===== src/rtl/plx_mem_arbiter_if.sv =====
// plx_mem_arbiter_if: PLX port, event-builder port and memory bus of the arbiter
interface plx_mem_arbiter_if;
   logic        plx_req_i, plx_wr_i, plx_last_i;
   logic [10:0] plx_addr_i;
   logic [31:0] plx_dat_i;
   logic        plx_ack_o, plx_bterm_o;
   logic [31:0] plx_dat_o;
   logic        evt_req_i, evt_wr_i, evt_last_i;
   logic [10:0] evt_addr_i;
   logic [31:0] evt_dat_i;
   logic        evt_ack_o, evt_bterm_o;
   logic [31:0] evt_dat_o;
   logic        mem_en_o, mem_wr_o;
   logic [10:0] mem_addr_o;
   logic [31:0] mem_dat_o, mem_dat_i;
   logic [1:0]  owner_o;

   modport slave (
      input  plx_req_i, plx_wr_i, plx_last_i, plx_addr_i, plx_dat_i,
      output plx_ack_o, plx_bterm_o, plx_dat_o,
      input  evt_req_i, evt_wr_i, evt_last_i, evt_addr_i, evt_dat_i,
      output evt_ack_o, evt_bterm_o, evt_dat_o,
      output mem_en_o, mem_wr_o, mem_addr_o, mem_dat_o,
      input  mem_dat_i,
      output owner_o
   );

   modport master (
      output plx_req_i, plx_wr_i, plx_last_i, plx_addr_i, plx_dat_i,
      input  plx_ack_o, plx_bterm_o, plx_dat_o,
      output evt_req_i, evt_wr_i, evt_last_i, evt_addr_i, evt_dat_i,
      input  evt_ack_o, evt_bterm_o, evt_dat_o,
      input  mem_en_o, mem_wr_o, mem_addr_o, mem_dat_o,
      output mem_dat_i,
      input  owner_o
   );
endinterface


===== src/rtl/plx_mem_arbiter.sv =====
// plx_mem_arbiter: arbitrates PLX and event-builder bursts onto one word memory.
// Define PLX_MEM_ARB_FAIR_EN for round-robin arbitration; otherwise PLX has fixed priority.
module plx_mem_arbiter (
   input  logic             clk_i,
   input  logic             rst_i,
   plx_mem_arbiter_if.slave bus
);
   typedef enum logic [1:0] {IDLE = 2'b00, PLX_GNT = 2'b01, EVT_GNT = 2'b10} stateT;

   stateT       state, stateNext;
   logic [10:0] burstAddr, burstAddrNext;
   logic [4:0]  burstCnt, burstCntNext;
   logic        ownReq, ownWr, ownLast, access, anyReq, grantEvt;
   logic [31:0] ownDat;
   logic        ackQ, ackEvtQ, rdQ, btermQ, ackPlx, ackEvt;
   logic [1:0]  ownerQ;

   assign anyReq = bus.plx_req_i | bus.evt_req_i;

`ifdef PLX_MEM_ARB_FAIR_EN
   logic ptrEvt;
   // round-robin pointer: after each grant the other port gets priority
   always_ff @(posedge clk_i) begin
      if (rst_i) ptrEvt <= 1'b0;
      else if (state == IDLE && anyReq) ptrEvt <= ~grantEvt;
   end
   assign grantEvt = bus.evt_req_i & (~bus.plx_req_i | ptrEvt);
`else
   assign grantEvt = bus.evt_req_i & ~bus.plx_req_i;
`endif

   // select the owner's inputs and compute the next burst state
   always_comb begin
      ownReq = state == EVT_GNT ? bus.evt_req_i : state == PLX_GNT ? bus.plx_req_i : 1'b0;
      ownWr = state == EVT_GNT ? bus.evt_wr_i : bus.plx_wr_i;
      ownLast = state == EVT_GNT ? bus.evt_last_i : bus.plx_last_i;
      ownDat = state == EVT_GNT ? bus.evt_dat_i : bus.plx_dat_i;
      access = ownReq & ~rst_i;
      stateNext = state;
      burstAddrNext = burstAddr;
      burstCntNext = burstCnt;
      if (state == IDLE) begin
         if (anyReq) begin
            stateNext = grantEvt ? EVT_GNT : PLX_GNT;
            burstAddrNext = grantEvt ? bus.evt_addr_i : bus.plx_addr_i;
            burstCntNext = 5'd0;
         end
      end else if (!ownReq || ownLast || burstCnt == 5'd15) begin
         stateNext = IDLE;
      end
      if (ownReq) begin
         burstAddrNext = burstAddr + 11'd1;
         burstCntNext = burstCnt + 5'd1;
      end
   end

   // state, burst registers and the one-cycle-delayed acknowledge
   always_ff @(posedge clk_i) begin
      if (rst_i) begin
         state <= IDLE;
         burstAddr <= '0;
         burstCnt <= '0;
         ackQ <= 1'b0;
         ackEvtQ <= 1'b0;
         rdQ <= 1'b0;
         btermQ <= 1'b0;
         ownerQ <= 2'b00;
      end else begin
         state <= stateNext;
         burstAddr <= burstAddrNext;
         burstCnt <= burstCntNext;
         ackQ <= access;
         ackEvtQ <= state == EVT_GNT;
         rdQ <= ~ownWr;
         btermQ <= access & ~ownLast & (burstCnt == 5'd15);
         ownerQ <= stateNext;
      end
   end

   assign ackPlx = ackQ & ~ackEvtQ & ~rst_i;
   assign ackEvt = ackQ & ackEvtQ & ~rst_i;

   assign bus.mem_en_o = access;
   assign bus.mem_wr_o = access & ownWr;
   assign bus.mem_addr_o = access ? burstAddr : '0;
   assign bus.mem_dat_o = access ? ownDat : '0;
   assign bus.plx_ack_o = ackPlx;
   assign bus.evt_ack_o = ackEvt;
   assign bus.plx_bterm_o = ackPlx & btermQ;
   assign bus.evt_bterm_o = ackEvt & btermQ;
   assign bus.plx_dat_o = ackPlx & rdQ ? bus.mem_dat_i : '0;
   assign bus.evt_dat_o = ackEvt & rdQ ? bus.mem_dat_i : '0;
   assign bus.owner_o = rst_i ? 2'b00 : ownerQ;
endmodule


===== src/flat_wrapper.sv =====
// flat-port wrapper written by rule: the top's interface ports become plain ports
module plx_mem_arbiter_flat 
  (clk_i, rst_i, bus_plx_req_i, bus_plx_wr_i, bus_plx_last_i, bus_plx_addr_i, bus_plx_dat_i, bus_plx_ack_o, bus_plx_bterm_o, bus_plx_dat_o, bus_evt_req_i, bus_evt_wr_i, bus_evt_last_i, bus_evt_addr_i, bus_evt_dat_i, bus_evt_ack_o, bus_evt_bterm_o, bus_evt_dat_o, bus_mem_en_o, bus_mem_wr_o, bus_mem_addr_o, bus_mem_dat_o, bus_mem_dat_i, bus_owner_o);
  plx_mem_arbiter_if bus_i ();
  input  logic clk_i;
  input  logic rst_i;
  input wire logic [$bits(bus_i.plx_req_i)-1:0] bus_plx_req_i;
  input wire logic [$bits(bus_i.plx_wr_i)-1:0] bus_plx_wr_i;
  input wire logic [$bits(bus_i.plx_last_i)-1:0] bus_plx_last_i;
  input wire logic [$bits(bus_i.plx_addr_i)-1:0] bus_plx_addr_i;
  input wire logic [$bits(bus_i.plx_dat_i)-1:0] bus_plx_dat_i;
  output wire logic [$bits(bus_i.plx_ack_o)-1:0] bus_plx_ack_o;
  output wire logic [$bits(bus_i.plx_bterm_o)-1:0] bus_plx_bterm_o;
  output wire logic [$bits(bus_i.plx_dat_o)-1:0] bus_plx_dat_o;
  input wire logic [$bits(bus_i.evt_req_i)-1:0] bus_evt_req_i;
  input wire logic [$bits(bus_i.evt_wr_i)-1:0] bus_evt_wr_i;
  input wire logic [$bits(bus_i.evt_last_i)-1:0] bus_evt_last_i;
  input wire logic [$bits(bus_i.evt_addr_i)-1:0] bus_evt_addr_i;
  input wire logic [$bits(bus_i.evt_dat_i)-1:0] bus_evt_dat_i;
  output wire logic [$bits(bus_i.evt_ack_o)-1:0] bus_evt_ack_o;
  output wire logic [$bits(bus_i.evt_bterm_o)-1:0] bus_evt_bterm_o;
  output wire logic [$bits(bus_i.evt_dat_o)-1:0] bus_evt_dat_o;
  output wire logic [$bits(bus_i.mem_en_o)-1:0] bus_mem_en_o;
  output wire logic [$bits(bus_i.mem_wr_o)-1:0] bus_mem_wr_o;
  output wire logic [$bits(bus_i.mem_addr_o)-1:0] bus_mem_addr_o;
  output wire logic [$bits(bus_i.mem_dat_o)-1:0] bus_mem_dat_o;
  input wire logic [$bits(bus_i.mem_dat_i)-1:0] bus_mem_dat_i;
  output wire logic [$bits(bus_i.owner_o)-1:0] bus_owner_o;
  assign bus_i.plx_req_i = bus_plx_req_i;
  assign bus_i.plx_wr_i = bus_plx_wr_i;
  assign bus_i.plx_last_i = bus_plx_last_i;
  assign bus_i.plx_addr_i = bus_plx_addr_i;
  assign bus_i.plx_dat_i = bus_plx_dat_i;
  assign bus_plx_ack_o = bus_i.plx_ack_o;
  assign bus_plx_bterm_o = bus_i.plx_bterm_o;
  assign bus_plx_dat_o = bus_i.plx_dat_o;
  assign bus_i.evt_req_i = bus_evt_req_i;
  assign bus_i.evt_wr_i = bus_evt_wr_i;
  assign bus_i.evt_last_i = bus_evt_last_i;
  assign bus_i.evt_addr_i = bus_evt_addr_i;
  assign bus_i.evt_dat_i = bus_evt_dat_i;
  assign bus_evt_ack_o = bus_i.evt_ack_o;
  assign bus_evt_bterm_o = bus_i.evt_bterm_o;
  assign bus_evt_dat_o = bus_i.evt_dat_o;
  assign bus_mem_en_o = bus_i.mem_en_o;
  assign bus_mem_wr_o = bus_i.mem_wr_o;
  assign bus_mem_addr_o = bus_i.mem_addr_o;
  assign bus_mem_dat_o = bus_i.mem_dat_o;
  assign bus_i.mem_dat_i = bus_mem_dat_i;
  assign bus_owner_o = bus_i.owner_o;
  plx_mem_arbiter u_core (.clk_i(clk_i), .rst_i(rst_i), .bus(bus_i));
endmodule

===== config.mk =====
export PLATFORM = sky130hd
export DESIGN_NAME = plx_mem_arbiter_flat
export DESIGN_NICKNAME = d
export VERILOG_FILES = /design/src/rtl/plx_mem_arbiter_if.sv /design/src/rtl/plx_mem_arbiter.sv /design/src/flat_wrapper.sv
export SDC_FILE = /design/constraint.sdc
export NUM_CORES = 1
export LEC_CHECK = 0
export BUFFER_PORTS_ARGS = -buffer_cell sky130_fd_sc_hd__buf_2
export CAP_MARGIN = 25
export CORE_AREA = 2 2 94 96
export DETAILED_ROUTE_END_ITERATION = 7
export DIE_AREA = 0 0 96 98
export HOLD_SLACK_MARGIN = 0.15
export PLACE_DENSITY = 0.72
export SETUP_SLACK_MARGIN = 0.5
export SYNTH_ARGS = -nofsm -noshare
export SYNTH_HDL_FRONTEND = slang
export SYNTH_SLANG_ARGS = --single-unit
export TNS_END_PERCENT = 50

===== constraint.sdc =====
create_clock -name clk_i -period 1.4 [get_ports clk_i]
set_input_delay 0.07 -clock clk_i [delete_from_list [all_inputs] [get_ports clk_i]]
set_output_delay 0.07 -clock clk_i [all_outputs]
set_load 0.1 [all_outputs]

==> impl_metrics.csv, run 1 <==
group,metric,value,unit
detailed_routing,firstDrtPassIters,7,
synthesis,syn_nets,493,
clock_network,cts_sinks,22,
detailed_routing,via_per_inst,5.44,
power_and_ir_drop,p_leak,2.99,nW
power_and_ir_drop,pwr_density_cell,370,nW/µm²
finish,area_growth,199,%
placement,dpl_cell_area,6250,µm²
min_path,holdPathStages,3,
worst_setup_path,cp_common_cell,"buf_6",
die,dieWidth,96,µm
synthesis,async_reset_ff_frac,0,
clock_network,clock_latency,0.27,ns
global_route,top_usage_layer,"met2",
synthesis,ys_warn_count,0,
finish,final_cell_area,6990,µm²
worst_setup_path,ff2ff_path_depth,6,
sta,max-slew-margin-rel,0.727,
global_route,grt_use_met1,0.301,
synthesis,synth-xor-area-share,0,
detailed_routing,num_vias,4061,
sta,min_period_over_period,1.33,
synthesis,synth_top_cell_by_area,"and3_1",
detailed_routing,drt_iter0_drc,212,
finish,num_antenna_cells,0,
worst_setup_path,critPathMaxFanout,7,
detailed_routing,drcViolationCount,0,
global_route,grt_pass1_wl,21.5,mm
clock_network,cts_max_level,1,
worst_setup_path,cp_cell_sequence,"and3b_1, or2_4, buf_6, nand2_8, buf_6, buf_6, a21oi_4, buf_12",
global_route,grt_pass1_vias,4073,
global_route,antenna_found_initial,0,
sta,final_hold_viol_count,0,
sta,drv_slew,0,
sta,min_period,1.86,ns
finish,nets,768,
min_path,holdCritStartpoint,"bus_evt_addr_i[3]",
min_path,whs_endpoint,"u_core.burstAddr[3]",
run,maxCapViolations,0,
synthesis,syn_inst,364,
worst_setup_path,required,1.33,ns
status,violations,"negative setup slack",
min_path,hold_class,"input port to register",
finish,final_util,0.826,
die,initial_core_util,0.277,
worst_setup_path,rr_startpoint,"u_core.state[0]",
detailed_routing,wl,14.7,mm
status,status,"finished, violations left",
synthesis,ys.flop_type,"dfxtp_1",
clock_network,tritoncts,"done",
sta,rsz0062_at_grt,"true",
finish,layout-drive-gt1-share,0.726,
worst_setup_path,arrival,1.79,ns
clock_network,ctsRootBufferMaster,"clkbuf_8",
synthesis,yosys.area_share.adder,0.0160,
worst_setup_path,crit_path_end_kind,"output pin",
power_and_ir_drop,vdd_drop_max,0.395,mV
worst_setup_path,timing.reg2reg.setup_slack,-0.27,ns
placement,gp_congestion,0.924,
sta,tns,-32.04,ns
global_route,grt_max_degree,65,
placement,port_buffers,240,
clock_network,clk_pin_slew,0.08,ns
global_route,use_met3,0.0463,
synthesis,syn_area_per_cell,6.43,µm²
sta,fmax,538,MHz
die,core_area,8470,µm²
sta,fin_ws,-0.458,ns
die,die-height,98,µm
sta,setup_viol,131,
synthesis,yosys.cell_types.count,48,
worst_setup_path,cp-start-kind,"register",
synthesis,yosys-top-cells-area,"and3_1 (21%), dfxtp_1 (19%), nand2_1 (12%)",
synthesis,synth_area,2340,µm²
synthesis,ys_seq_area_frac,0.188,
finish,fillers,435,
detailed_routing,detail-route-antenna-nets,0,
sta,tightest_slew,0.406,ns
synthesis,synth_top_family_by_area,"simple AND/OR/NAND/NOR gates",
worst_setup_path,max_stage_delay,0.35,ns
global_route,grt_util_met2,0.544,
sta,fin_worst_skew,0.00229,ns
synthesis,synthSimpleGateAreaFrac,0.499,
synthesis,synthMuxAreaShare,0.00855,
worst_setup_path,critPathKind,"register to output pin",
clock_network,cts_buffers,3,
worst_setup_path,slowest_stage,"dfxtp_2",
synthesis,ys_ff_latch,22,
synthesis,synth_compound_area_frac,0.205,
global_route,gr-usage-all-layers,0.289,
die,die-area,9410,µm²
worst_setup_path,reg2reg_to,"u_core.burstAddr[1]",
global_route,overflow,0,
detailed_routing,wl_per_cell,19.7,µm
synthesis,synth.most_common_cell,"and3_1",
clock_network,cts_buffer_depth,2,
synthesis,synth_common_cells,"and3_1 (79), nand2_1 (74), a21oi_1 (38)",
die,rows,34,
die,io_pins,241,
synthesis,synth_top_area_share,0.211,
placement,dp_hpwl,9.97,mm
power_and_ir_drop,total_power,2.59,mW
synthesis,synth_edf_count,0,
-- kinds of logic (layout without fill, tap and decap cells) --
logic type / Yosys count / count (layout)
AO/OA/AOI/OAI: 73 / 73
adder cells (fa/ha/maj): 3 / 3
buffers and inverters: 44 / 318
flip-flops: 22 / 22
multiplexers: 2 / 2
AND/OR/NAND/NOR: 220 / 220
-- critical path, delay by kind of cell (launching register included) --
kind	cells	cell delay (ns)
buf+inv	4	0.58
compound gates	1	0.12
simple gates	3	0.47
flops	1	0.35
-- cells in the final DEF (no fill, tap or decap), drive strengths merged, types with 2 or more instances in the layout --
cell           n
and3          80
nand3          6
buf          302
a22o           2
or2            4
mux2i          2
dfxtp         22
nand4          3
and3b          2
a211o          3
nor2          15
a32oi          2
ha             3
a311oi         4
o21ai          7
clkbuf         6
nor4           5
a211oi         6
a32o           2
inv            5
nor3           4
nor2b         14
and2           7
dlygate4sd3    3
a2111oi        2
a21oi         38
nand2         75
-- flip-flops by register name, summed over array words and instances, names as in the netlist --
signal            cells
u_core.ackEvtQ        1
u_core.ackQ           1
u_core.btermQ         1
u_core.burstAddr     11
u_core.burstCnt       5
u_core.rdQ            1
u_core.state          2
-- metrics by stage --
| stage | hold WS (ns) | cells | setup WS [ns] |
|---|---|---|---|
| final | 0.210 | 746 | -0.458 |
| after global routing | 0.242 | 746 | -0.491 |
| after floorplan | 0.246 | 364 | -0.281 |
| after CTS | 0.208 | 742 | -0.393 |
| after detailed placement | 0.325 | 717 | -0.294 |
| after global placement | 0.325 | 717 | -0.175 |
-- final cells by class --
type                            count  area, µm²  area share
Clock buffer                        4       55.1     0.00787
Inverter                            6       26.3     0.00376
Multi-Input combinational cell    298       2560       0.366
Sequential cell                    22        447      0.0639
Tap cell                          108        135      0.0193
Timing Repair Buffer              308       3770       0.539
-- repair_timing --
item,in CTS,in global routing
setup endpoints to repair,137,137
setup buffers,12,2
endpoints found under the hold margin,2,0
pin swaps,37,13
cloned,6,2
resized for setup,59,23
hold buffers,3,0
-- metal layers --
metal,part of all wire,wire length [µm],up-vias
met3,0.071,1050,79
li1,-,-,1847
met5,0,0,-
met4,0.057,835,0
met1,0.33,4850,1878
met2,0.54,7980,257
-- power breakdown --
part	total [mW]	internal [mW]	switching, mW
Combinational	1.41	0.612	0.795
Sequential	0.707	0.666	0.0409
Clock	0.475	0.251	0.223
-- how the worst max path moves through the flow --
| stage | depth (start not counted) | startpoint | end | slack, ns |
|---|---|---|---|---|
| 3_5_place_dp | 5 | u_core.state[0] | u_core.burstAddr[2] | -0.29 |
| 2_1_floorplan | 6 | u_core.state[0] | bus_mem_dat_o[10] | -0.28 |
| 4_1_cts | 8 | u_core.state[0] | bus_mem_dat_o[31] | -0.39 |
| 3_3_place_gp | 5 | u_core.state[0] | u_core.burstAddr[2] | -0.17 |
| 6_report | 8 | u_core.state[0] | bus_mem_dat_o[31] | -0.46 |
| 5_1_grt | 8 | u_core.state[0] | bus_mem_dat_o[31] | -0.49 |
(Power assumes the default switching activity.)
==> run 2: changes to the inputs <==
==> constraint.sdc (replaced) <==
create_clock -name clk_i -period 1.4 [get_ports clk_i]
set_input_delay 0.42 -clock clk_i [delete_from_list [all_inputs] [get_ports clk_i]]
set_output_delay 0.42 -clock clk_i [all_outputs]
set_load 0.1 [all_outputs]
==> run 2 against run 1 <==
The run still ends with negative setup slack left; core utilization is 6.7 points higher; sequential cell count stayed put; highest routed layer unchanged; clock-buffer cell count is 1 lower; clock skew is 0.0065 ns higher; cell area is 8.1% higher; wire length is 30% higher; sequential share of layout area is 0.50 points lower; worst setup slack worse by 0.38 ns; first-iteration DRC count is 25% higher; power is 4.2% higher; critical endpoint is now bus_plx_dat_o[20]; critical path depth is 2 lower.
==> impl_metrics.csv, run 2 (synthesized netlist as in run 1, its figures left out) <==
group,metric,value,unit
status,status,"finished, violations left",
status,violations,"negative setup slack",
placement,gp_congestion,0.908,
finish,final_util,0.893,
detailed_routing,detail-route-antenna-nets,0,
detailed_routing,drt_iter0_drc,264,
finish,layout-drive-gt1-share,0.774,
detailed_routing,firstDrtPassIters,5,
sta,fin_worst_skew,0.00874,ns
worst_setup_path,slowest_stage,"dfxtp_2",
clock_network,cts_max_level,1,
min_path,holdCritStartpoint,"bus_evt_last_i",
sta,fmax,446,MHz
worst_setup_path,critPathMaxFanout,8,
sta,min_period_over_period,1.60,
finish,num_antenna_cells,0,
sta,drv_slew,0,
worst_setup_path,reg2reg_to,"u_core.burstAddr[2]",
detailed_routing,num_vias,4461,
worst_setup_path,rr_startpoint,"u_core.state[0]",
min_path,whs_endpoint,"u_core.btermQ",
finish,regArea,445,µm²
global_route,grt_use_met1,0.330,
finish,largest_reg_flops,11,
power_and_ir_drop,clkPwrFrac,0.163,
clock_network,postCtsHoldBufs,0,
die,rows,34,
sta,setup_viol,134,
die,dieWidth,96,µm
sta,fin_ws,-0.840,ns
finish,final_cell_mix,"buf_12 (135), buf_2 (124), and3_4 (75)",
global_route,grt_pass1_vias,4451,
worst_setup_path,cp_num_buf_inv,4,
worst_setup_path,path_delay_family,"buffers and inverters",
die,core_area,8470,µm²
min_path,holdPathStages,4,
sta,tightest_slew,0.502,ns
clock_network,clk_pin_slew,0.09,ns
worst_setup_path,arrival,1.82,ns
worst_setup_path,critPathKind,"register to output pin",
global_route,overflow,0,
sta,final_hold_viol_count,0,
power_and_ir_drop,switching_share,0.434,
power_and_ir_drop,vdd_drop_max,0.592,mV
sta,max-slew-margin-rel,0.663,
die,die-height,98,µm
global_route,antenna_found_initial,0,
worst_setup_path,ff2ff_path_depth,7,
power_and_ir_drop,pwr_density_cell,357,nW/µm²
global_route,top_usage_layer,"met2",
detailed_routing,drcViolationCount,0,
worst_setup_path,max_stage_delay,0.35,ns
sta,rsz0062_at_grt,"true",
finish,area_growth,223,%
clock_network,ctsRootBufferMaster,"clkbuf_8",
worst_setup_path,required,0.98,ns
global_route,grt_util_met2,0.601,
placement,port_buffers,240,
worst_setup_path,cp_cell_sequence,"buf_6, nor3b_4, buf_12, clkbuf_16, and3_4, buf_12",
detailed_routing,wl,19.2,mm
die,initial_core_util,0.277,
placement,dp_hpwl,10.4,mm
power_and_ir_drop,p_int,1.53,mW
min_path,hold_class,"input port to register",
worst_setup_path,cp_common_cell,"buf_12",
detailed_routing,via_per_inst,5.79,
finish,fillers,289,
worst_setup_path,crit_start,"u_core.ackEvtQ",
die,die-area,9410,µm²
clock_network,cts_buffer_depth,2,
global_route,use_met3,0.0687,
finish,multi_input_area,2730,µm²
power_and_ir_drop,p_leak,3.21,nW
clock_network,tritoncts,"done",
finish,nets,794,
worst_setup_path,crit_path_end_kind,"output pin",
detailed_routing,wl_per_cell,24.9,µm
clock_network,cts_buffers,3,
sta,min_period,2.24,ns
global_route,gr-usage-all-layers,0.329,
die,io_pins,241,
worst_setup_path,timing.reg2reg.setup_slack,-0.48,ns
finish,reg_top3,"u_core.burstAddr x11, u_core.burstCnt x5, u_core.state x2",
clock_network,clock_latency,0.28,ns
power_and_ir_drop,seq_power_share,0.263,
finish,final_common_cell,"buf_12",
power_and_ir_drop,p_switching,1.17,mW
placement,pre_cts_slack,-0.679,ns
global_route,grt_max_degree,65,
global_route,grt_pass1_wl,23.9,mm
clock_network,cts_sinks,22,
power_and_ir_drop,p_comb_frac,0.574,
worst_setup_path,cp-start-kind,"register",
run,maxCapViolations,0,
finish,top_register,"u_core.burstAddr",
power_and_ir_drop,total_power,2.70,mW
## run 2: cell count changes in the layout (fill, tap and decap cells not counted), sizes merged
cell,previous run,this run
buf,302,328
bufbuf,1,0
clkbuf,6,8
clkinvlp,1,2
dlygate4sd3,3,0
inv,5,4
nand2,75,76
## run 2: layout make-up
cell class | instances | share of cell area
clock buffer | 3 | 0.00546
inverter | 6 | 0.00397
multi-input combinational | 299 | 0.361
sequential | 22 | 0.0589
tap | 108 | 0.0179
timing repair buffer | 333 | 0.553
## run 2: metal layers
layer	share of wire	vias to the layer above
met5	0	-
met4	0.071	0
met3	0.083	115
met2	0.52	332
met1	0.32	2109
li1	-	1905
## run 2: worst max-delay path by stage
stage,to,cells past startpoint
finish,bus_plx_dat_o[20],6
floorplan,bus_mem_en_o,7
global placement,bus_mem_addr_o[0],6
CTS,bus_mem_dat_o[11],6
detailed placement,bus_mem_dat_o[19],7
global route,bus_mem_dat_o[8],6
## run 2: what timing repair did
action | 4_1_cts | 5_1_grt
buffers inserted | 18 | 4
resized for setup | 65 | 73
gates cloned | 8 | 7
pin swaps | 45 | 57
endpoints found under the hold margin | 0 | 0
endpoints found under the setup margin | 137 | 137
## run 2: worst register-to-register path, stage by stage (launching register included)
cell and delay [ns]:
dfxtp_2 0.38, and3b_1 0.20, or2_4 0.30, buf_6 0.16, buf_6 0.13, buf_8 0.14, and3_4 0.19, a2111oi_4 0.30
## run 2: power by group through the flow
stage | Clock [mW] | Combinational (mW) | Sequential (mW)
finish | 0.439 | 1.55 | 0.709
global placement | 0 | 1.20 | 0.711
CTS | 0.395 | 1.36 | 0.701
floorplan | 0 | 0.689 | 0.711
global route | 0.455 | 1.61 | 0.712
detailed placement | 0 | 1.24 | 0.713
## run 2: stage by stage
step                      std cells  area [µm²]  TNS, ns  hold WS [ns]
after global placement          731        6440   -64.78         0.456
final                           771        7560   -82.54         0.443
after detailed placement        731        6440   -67.19         0.475
after floorplan                 364        3110   -64.86         0.443
after global routing            771        7560   -85.10         0.477
after CTS                       760        7090   -65.62         0.442
